## src/rtl/dsp_bus_pkg.sv

```systemverilog
// Shared Wishbone definitions for the DSP bus fabric: cycle-type codes and
// the arbiter state encoding.
package dsp_bus_pkg;

  localparam logic [2:0] CTI_CLASSIC = 3'b000;
  localparam logic [2:0] CTI_INCR    = 3'b010;
  localparam logic [2:0] CTI_EOB     = 3'b111;

  typedef enum logic [1:0] {
    IDLE  = 2'd0,
    GRANT = 2'd1,
    ABORT = 2'd2
  } arb_state_t;

endpackage

```

## src/rtl/rr_priority_picker.sv

```systemverilog
// Combinational round-robin picker: finds the first requester at or above
// ptr, wrapping modulo NM, and returns it one-hot and encoded.
module rr_priority_picker #(
  parameter int NM = 4,
  parameter int PW = $clog2(NM)
) (
  input  logic [NM-1:0] req,
  input  logic [PW-1:0] ptr,
  output logic [NM-1:0] grant,
  output logic [PW-1:0] idx
);

  always_comb begin : pick
    logic found;
    grant = '0;
    idx   = '0;
    found = 1'b0;
    for (int unsigned i = 0; i < NM; i++) begin
      int unsigned k;
      k = (int'(ptr) + i) % NM;
      if (!found && req[k]) begin
        found    = 1'b1;
        grant[k] = 1'b1;
        idx      = PW'(k);
      end
    end
  end

endmodule

```

## src/rtl/dsp_wb_arbiter.sv

```systemverilog
// Round-robin Wishbone arbiter sharing the DSP slave port between NM masters,
// with a bus watchdog that aborts hung slave accesses.
module dsp_wb_arbiter
  import dsp_bus_pkg::*;
#(
  parameter int dw      = 32,
  parameter int aw      = 32,
  parameter int NM      = 4,
  parameter int TIMEOUT = 255
) (
  input  logic             wb_clk,
  input  logic             wb_rst,
  input  logic [NM*aw-1:0] m_adr_i,
  input  logic [NM*dw-1:0] m_dat_i,
  input  logic [NM*4-1:0]  m_sel_i,
  input  logic [NM-1:0]    m_we_i,
  input  logic [NM-1:0]    m_cyc_i,
  input  logic [NM-1:0]    m_stb_i,
  input  logic [NM*3-1:0]  m_cti_i,
  input  logic [NM*2-1:0]  m_bte_i,
  output logic [dw-1:0]    m_dat_o,
  output logic [NM-1:0]    m_ack_o,
  output logic [NM-1:0]    m_err_o,
  output logic [NM-1:0]    m_rty_o,
  output logic [aw-1:0]    s_adr_o,
  output logic [dw-1:0]    s_dat_o,
  output logic [3:0]       s_sel_o,
  output logic             s_we_o,
  output logic             s_cyc_o,
  output logic             s_stb_o,
  output logic [2:0]       s_cti_o,
  output logic [1:0]       s_bte_o,
  input  logic [dw-1:0]    s_dat_i,
  input  logic             s_ack_i,
  input  logic             s_err_i,
  input  logic             s_rty_i,
  output logic [NM-1:0]    grant_o,
  output logic             timeout_o
);

  localparam int PW = $clog2(NM);
  localparam int WW = (TIMEOUT > 0) ? $clog2(TIMEOUT + 1) : 1;
  localparam logic [WW-1:0] WD_LAST = WW'(TIMEOUT - 1);

  arb_state_t    state, state_nx;
  logic [NM-1:0] grant, grant_nx;
  logic [PW-1:0] ptr, ptr_nx, gidx, gidx_nx, ptr_after;
  logic [WW-1:0] wd_cnt, wd_nx;
  logic          wd_err, wd_err_nx, timeout_q;
  logic [NM-1:0] pick_grant;
  logic [PW-1:0] pick_idx;
  logic          own_cyc, own_stb, own_we, live, resp;

  rr_priority_picker #(.NM(NM), .PW(PW)) u_pick (
    .req   (m_cyc_i),
    .ptr   (ptr),
    .grant (pick_grant),
    .idx   (pick_idx)
  );

  // AND-OR mux on the one-hot grant; all zero while no master owns the bus
  always_comb begin
    s_adr_o = '0;
    s_dat_o = '0;
    s_sel_o = '0;
    s_cti_o = '0;
    s_bte_o = '0;
    own_we  = 1'b0;
    own_cyc = 1'b0;
    own_stb = 1'b0;
    for (int unsigned k = 0; k < NM; k++) begin
      if (grant[k]) begin
        s_adr_o = m_adr_i[k*aw +: aw];
        s_dat_o = m_dat_i[k*dw +: dw];
        s_sel_o = m_sel_i[k*4 +: 4];
        s_cti_o = m_cti_i[k*3 +: 3];
        s_bte_o = m_bte_i[k*2 +: 2];
        own_we  = m_we_i[k];
        own_cyc = m_cyc_i[k];
        own_stb = m_stb_i[k];
      end
    end
  end

  assign live      = (state == GRANT);
  assign resp      = s_ack_i | s_err_i | s_rty_i;
  assign s_cyc_o   = live & own_cyc;
  assign s_stb_o   = live & own_cyc & own_stb;
  assign s_we_o    = live & own_cyc & own_we;
  assign m_dat_o   = s_dat_i;
  assign m_ack_o   = grant & m_cyc_i & {NM{live & s_ack_i}};
  assign m_rty_o   = grant & m_cyc_i & {NM{live & s_rty_i}};
  assign m_err_o   = (grant & m_cyc_i & {NM{live & s_err_i}}) | (grant & {NM{wd_err}});
  assign grant_o   = grant;
  assign timeout_o = timeout_q;
  assign ptr_after = (gidx == PW'(NM - 1)) ? '0 : gidx + 1'b1;

  always_comb begin
    state_nx  = state;
    grant_nx  = grant;
    ptr_nx    = ptr;
    gidx_nx   = gidx;
    wd_nx     = '0;
    wd_err_nx = 1'b0;
    case (state)
      IDLE: begin
        if (|m_cyc_i) begin
          grant_nx = pick_grant;
          gidx_nx  = pick_idx;
          state_nx = GRANT;
        end
      end
      GRANT: begin
        if (!own_cyc) begin
          state_nx = IDLE;
          grant_nx = '0;
          ptr_nx   = ptr_after;
        end else if (s_stb_o && !resp && TIMEOUT > 0) begin
          // a response in the limit cycle takes the else path and clears the count
          if (wd_cnt == WD_LAST) begin
            state_nx  = ABORT;
            wd_err_nx = 1'b1;
          end else begin
            wd_nx = wd_cnt + 1'b1;
          end
        end
      end
      ABORT: begin
        if (!own_cyc) begin
          state_nx = IDLE;
          grant_nx = '0;
          ptr_nx   = ptr_after;
        end
      end
      default: state_nx = IDLE;
    endcase
  end

  always_ff @(posedge wb_clk or posedge wb_rst) begin
    if (wb_rst) begin
      state     <= IDLE;
      grant     <= '0;
      ptr       <= '0;
      gidx      <= '0;
      wd_cnt    <= '0;
      wd_err    <= 1'b0;
      timeout_q <= 1'b0;
    end else begin
      state     <= state_nx;
      grant     <= grant_nx;
      ptr       <= ptr_nx;
      gidx      <= gidx_nx;
      wd_cnt    <= wd_nx;
      wd_err    <= wd_err_nx;
      timeout_q <= timeout_q | wd_err_nx;
    end
  end

endmodule

```

## config.mk

```make
export PLATFORM = sky130hd
export DESIGN_NAME = dsp_wb_arbiter
export DESIGN_NICKNAME = d
export VERILOG_FILES = /design/src/rtl/dsp_bus_pkg.sv /design/src/rtl/rr_priority_picker.sv /design/src/rtl/dsp_wb_arbiter.sv
export SDC_FILE = /design/constraint.sdc
export NUM_CORES = 1
export LEC_CHECK = 0
export BUFFER_PORTS_ARGS = -buffer_cell sky130_fd_sc_hd__buf_4
export CAP_MARGIN = 20
export CORE_AREA = 5 5 177 179
export DETAILED_ROUTE_END_ITERATION = 6
export DIE_AREA = 0 0 182 184
export SLEW_MARGIN = 20
export SYNTH_ARGS = -nofsm -noshare
export SYNTH_HDL_FRONTEND = slang
export SYNTH_SLANG_ARGS = --single-unit
```

## constraint.sdc

```tcl
create_clock -name wb_clk -period 3.25 [get_ports wb_clk]
set_input_delay 0.4875 -clock wb_clk [delete_from_list [all_inputs] [get_ports wb_clk]]
set_output_delay 0.4875 -clock wb_clk [all_outputs]
set_load 0.01 [all_outputs]
```

==> flow_summary.toml, run 1 <==
[run_status]
outcome = "complete, no violations"

[clock_tree]
post_cts_buffers = 0
clock-sinks = 20
cts_tree = "built"
holdBufCountCts = 0
ctsHtreeMaxLevel = 1
cts_root_buf = "clkbuf_16"
clkLatencyLatePin_ns = 0.25
cts_buffers = 3
cts-resized-gates = 0
path_clk_slew_ns = 0.06
cts.path.max_buffers = 2

[floorplanning]
die-area_um2 = 33500
die_w_um = 182
fp-row-count = 63
die_h_um = 184
start_util_pct = 13.5
ios = 466
core_region_area_um2 = 29400

[logic_synthesis]
synth_top_cell_by_area = "a22oi_1"
syn_nets = 1005
synth-edff-count = 0
synth_ff_type = "dfrtp_1"
yosysWarnings = 0
postSynthRegisterBits = 20
synth_top_area_share_pct = 13.6
synth_commonest_cells = "nor2_1 (100), nand2_1 (91), o21ai_0 (82), a21oi_1 (79), a22oi_1 (72)"
ys_seq_area_share_pct = 12.6
netlist_instances = 651
synth_most_common_cell = "nor2_1"
synth.distinct_cells = 48
syn-cell-area_um2 = 3970
syn_area_per_cell_um2 = 6.10
synth.area.top_cells = "a22oi_1 (14%), dfrtp_1 (13%), o21ai_0 (10%)"
synth-async-reset-ratio_pct = 100

[routing]
wl_per_cell_um = 18.6
drt_wl_total_um = 25600
wl_met3_um = 1970
wl_met1_um = 10700
drt-initial-drc-count = 383
drtAntennaViolNets = 0
dr_wl_met2_um = 12700
vias_per_cell = 4.41
drc_errors = 0
drtPass1Iterations = 5
top_layer_used = "met4"
vias = 6056

[placement]
gp_congestion = 0.934
io_buffers = 401
dpl.hpwl_um = 21400
placedInstanceArea_um2 = 7200

[sta]
setup_viol = 0
tightestPinTransition_ns = 0.809
holdWs_ns = 0.389
fmax_mhz = 345
grt_setup_unrepaired = "false"
skew_ns = 0.00312
fin_crit_sh_pct = 89.2
hold_viol = 0
maxSlewViolCount = 0
fin_crit_ns = 2.90
fin_tns_setup_ns = 0
timing.slew.headroom_pct = 46.0

[setup_path]
cp_max_fo = 12
path_buf_inv = 1
worstPathCellList = "inv_1, ha_1, mux4_2, nor2b_1, a221oi_1, a211o_1, o211ai_1"
crit_family = "multiplexers"
arrival_ns = 3.07
crit_path_end_kind = "flip-flop"
ff2ff_setup_slack_ns = 0.35
path_class = "reg2reg"
cpPeakStageDelay_ns = 0.65
startpoint_type = "flip-flop"
critPathRequiredTime_ns = 3.42
slowest_stage = "mux4_2"

[layout]
fin_nets = 1338
area_growth_pct = 83.9
fin_area_um2 = 7310
drive_gt1_share_pct = 44.3
fill_cells = 3305

[job]
cap_violations = 0

[global_routing]
grt_pass1_wl_um = 35600
grt_max_degree = 103
first_global_vias = 5819
grt_use_total_pct = 13.4
overflow = 0
antenna_found_initial = 1

[power_and_ir_drop]
power_leakage_nw = 3.41
total_power_w = 0.00429
power.density_nw_per_um2 = 588
peakVddDrop_mv = 0.277

[hold_path]
hold_path.class = "in2async"
[layout by cell type (no fill, tap or decap), types with 2 or more instances in the layout]
cell | synthesis | layout
buf_12 | 0 | 4
a21oi_1 | 79 | 79
nand3b_1 | 6 | 6
buf_4 | 32 | 415
a211o_1 | 2 | 2
o21ai_0 | 82 | 82
nor2b_1 | 10 | 9
or3_1 | 2 | 2
dfrtp_1 | 20 | 17
mux4_2 | 3 | 3
inv_1 | 13 | 13
a221oi_1 | 2 | 2
a31oi_1 | 6 | 6
nor2_1 | 100 | 100
mux2i_1 | 4 | 4
nand2b_1 | 2 | 2
o221ai_1 | 3 | 3
xor2_1 | 3 | 3
a22oi_1 | 72 | 72
nor3_1 | 5 | 5
nand3_1 | 6 | 6
a22o_1 | 3 | 3
a2111oi_0 | 2 | 2
xnor2_1 | 3 | 3
ha_1 | 13 | 13
nand2_1 | 91 | 91
dfrtp_4 | 0 | 3
a2111o_1 | 2 | 2
a21o_1 | 2 | 2
clkbuf_16 | 0 | 3
o41ai_1 | 2 | 2
and3_1 | 7 | 7
[final timing paths]
check,depth (start not counted),to,from
worst max-delay path,7,grant_o[1],ptr[0]
worst min-delay path,2,wd_cnt[0],wb_rst
worst max register to register,7,grant_o[1],ptr[0]
worst min register to register,1,timeout_o,timeout_o
max in group asynchronous,2,grant_o[3],wb_rst
min in group wb_clk,1,timeout_o,timeout_o
[stage by stage]
stage	util (%)	instances	worst slack, ns
after floorplan	-	651	0.697
after global placement	24.5	1369	0.500
after detailed placement	24.5	1369	0.373
after CTS	24.8	1373	0.367
after global routing	24.8	1374	0.150
final	24.8	1374	0.350
[report_power, final]
part | total (W) | internal (W) | switching [W]
registers | 0.000447 | 0.000303 | 0.000144
logic | 0.00350 | 0.00158 | 0.00192
clock network | 0.000346 | 0.000245 | 0.000101
total | 0.00429 | 0.00213 | 0.00216
[state kept, by name, indices dropped and copies added (netlist names)]
signal and count:
grant_o 4, state 2, gidx 2, wd_err 1, wd_cnt 8, ptr 2, timeout_o 1
[cell families after synthesis]
kind of cell,share of synthesized area (%)
and+or+nand+nor,25.5
AOI/OAI and AO/OA,40.2
adders and majority gates,4.09
DFF,12.6
xor gates and xnor gates,1.32
muxes,2.99
buffers and inverters,13.2
[area by class of cell]
class | instances | area [µm²] | area share, %
Timing Repair Buffer | 419 | 3200 | 43.7
Multi-Input combinational cell | 527 | 2950 | 40.4
Sequential cell | 20 | 512 | 7.00
Tap cell | 390 | 488 | 6.68
Clock buffer | 3 | 75.1 | 1.03
Inverter | 13 | 48.8 | 0.668
Clock inverter | 1 | 30.0 | 0.411
Antenna cell | 1 | 2.50 | 0.0343
[metal layers]
| metal | vias up | GRT usage (%) |
|---|---|---|
| li1 | 2955 | - |
| met1 | 2807 | 18.0 |
| met2 | 282 | 23.1 |
| met3 | 12 | 2.71 |
| met4 | 0 | 1.71 |
| met5 | - | 0 |
[worst register-to-register path: stages, from the launching register on]
cell	delay (ns)
dfrtp_1	0.61
inv_1	0.23
ha_1	0.53
mux4_2	0.65
nor2b_1	0.31
a221oi_1	0.13
a211o_1	0.29
o211ai_1	0.08
No activity file was read; power rests on OpenSTA's default activity.
==> run 2: changes to the inputs <==
Settings changed: BUFFER_PORTS_ARGS -buffer_cell sky130_fd_sc_hd__buf_4 to not set, CORE_AREA 5 5 177 179 to 5 5 176 178, DIE_AREA 0 0 182 184 to 0 0 181 183, DONT_BUFFER_PORTS set to 1.
Clock period 3.25 ns to 2.8 ns, I/O delays scaled along.
==> run 2 against run 1 <==
Effect of this change:
- non-clock buffer count fell by 331
- design area is 34% lower
- die area is 1.1% lower
- via count is 17% lower
- cell count fell by 24%
- utilization fell by 8.4 points
- critical path type is now reg2out
- critical endpoint is now s_sel_o[0]
- highest routed layer is now met5
==> flow_summary.toml, run 2 (synthesis gave the netlist of run 1 again) <==
[setup_path]
slowest_stage = "dfrtp_2"
cp_max_fo = 45
critPathRequiredTime_ns = 2.38
path_class = "reg2out"
arrival_ns = 2.08
rr_worst_depth = 7
crit_path_end_kind = "primary output"
cpPeakStageDelay_ns = 0.46
startpoint_type = "flip-flop"
worstPathCellList = "nor2b_4, buf_12, a22oi_1, nor2_1, a21oi_1, o21ai_0, buf_4"

[power_and_ir_drop]
power.density_nw_per_um2 = 923
power_leakage_nw = 1.80
peakVddDrop_mv = 0.338

[sta]
grt_setup_unrepaired = "false"
skew_ns = 0.00296
timing.slew.headroom_pct = 48.2
fmax_mhz = 399
tightestPinTransition_ns = 0.776
fin_crit_ns = 2.50
maxSlewViolCount = 0
setup_viol = 0
holdWs_ns = 0.199
fin_tns_setup_ns = 0
fin_crit_sh_pct = 89.5
hold_viol = 0

[layout]
fin_nets = 1007
drive_gt1_share_pct = 16.0
multi_input_area_um2 = 2950
largest_reg_flops = 8
final_cell_mix = "nor2_1 (100), nand2_1 (91), buf_4 (83), o21ai_0 (82), a21oi_1 (79)"
fin_area_um2 = 4820
layout_commonest_cell = "nor2_1"
area_growth_pct = 21.4
register_area_um2 = 509
regMostFlops = "wd_cnt"
fill_cells = 3394

[placement]
placedInstanceArea_um2 = 4720
gp_congestion = 0.865
dpl.hpwl_um = 18900
io_buffers = 0

[routing]
drtPass1Iterations = 5
drt_wl_total_um = 22000
drc_errors = 0
wl_per_cell_um = 21.0
drtAntennaViolNets = 0
vias_per_cell = 4.81
vias = 5035
drt-initial-drc-count = 363

[floorplanning]
die-area_um2 = 33100
die_w_um = 181
fp-row-count = 63
ios = 466
core_region_area_um2 = 29200
die_h_um = 183
start_util_pct = 13.6

[global_routing]
first_global_vias = 4494
grt_pass1_wl_um = 29600
grt_busiest_layer = "met2"
use_met2_pct = 18.0
grt_max_degree = 93
antenna_found_initial = 8
met3_usage_pct = 3.73
overflow = 0
grt_use_total_pct = 11.5
grt_use_met1_pct = 15.4

[clock_tree]
clock-sinks = 20
post_cts_buffers = 0
cts_buffers = 3
cts_tree = "built"
ctsHtreeMaxLevel = 1
cts.path.max_buffers = 2
holdBufCountCts = 0
path_clk_slew_ns = 0.06
clkLatencyLatePin_ns = 0.25
cts_root_buf = "clkbuf_16"
cts-resized-gates = 0

[hold_path]
hold_path.class = "in2async"

[run_status]
outcome = "complete, no violations"

[job]
cap_violations = 0
-- run 2: worst paths after layout --
kind / slack [ns] / endpoint / from
setup / recovery: 0.30 / s_sel_o[0] / grant_o[1]
hold reg to reg: 0.48 / wd_cnt[0] / wd_cnt[0]
max in group asynchronous: 2.03 / grant_o[3] / wb_rst
min in group wb_clk: 0.35 / wd_err / s_rty_i
hold / removal: 0.20 / wd_cnt[0] / wb_rst
setup reg to reg: 0.43 / grant_o[1] / ptr[1]
-- run 2: layer usage --
layer | part of all wire (%) | wire length, µm | vias up
met4 | 1.8 | 400 | 6
li1 | - | - | 2306
met2 | 47 | 10200 | 355
met3 | 11 | 2440 | 26
met1 | 40 | 8870 | 2342
met5 | 0.21 | 46 | -
-- run 2: final cells by class --
type                       instances  area share, %
antenna                            5          0.259
clock buffer                       4           1.84
inverter                          13           1.01
multi-input combinational        527           61.2
sequential                        20           10.6
tap                              390           10.1
timing repair buffer              88           15.0
-- run 2: worst max-delay path: cells and delay by family (launching register included) --
family / cells / cell delay, ns
flip-flops: 1 / 0.46
AO/OA/AOI/OAI: 3 / 0.61
AND/OR/NAND/NOR: 2 / 0.29
buffers and inverters: 2 / 0.44
-- run 2: power by group --
part / internal [W] / switching, W / total, W
Clock: 0.000218 / 0.000105 / 0.000323
Sequential: 0.000352 / 0.0000969 / 0.000449
Combinational: 0.00154 / 0.00214 / 0.00368
-- run 2: through the flow --
stage / util (%) / power, W / worst slack [ns] / cells
after CTS: 16.5 / 0.00448 / 0.331 / 1042
after global placement: 16.2 / 0.00407 / 0.490 / 1038
after floorplan: - / 0.00263 / 0.247 / 651
after detailed placement: 16.2 / 0.00414 / 0.432 / 1038
final: 16.5 / 0.00446 / 0.295 / 1047
after global routing: 16.5 / 0.00483 / 0.214 / 1044
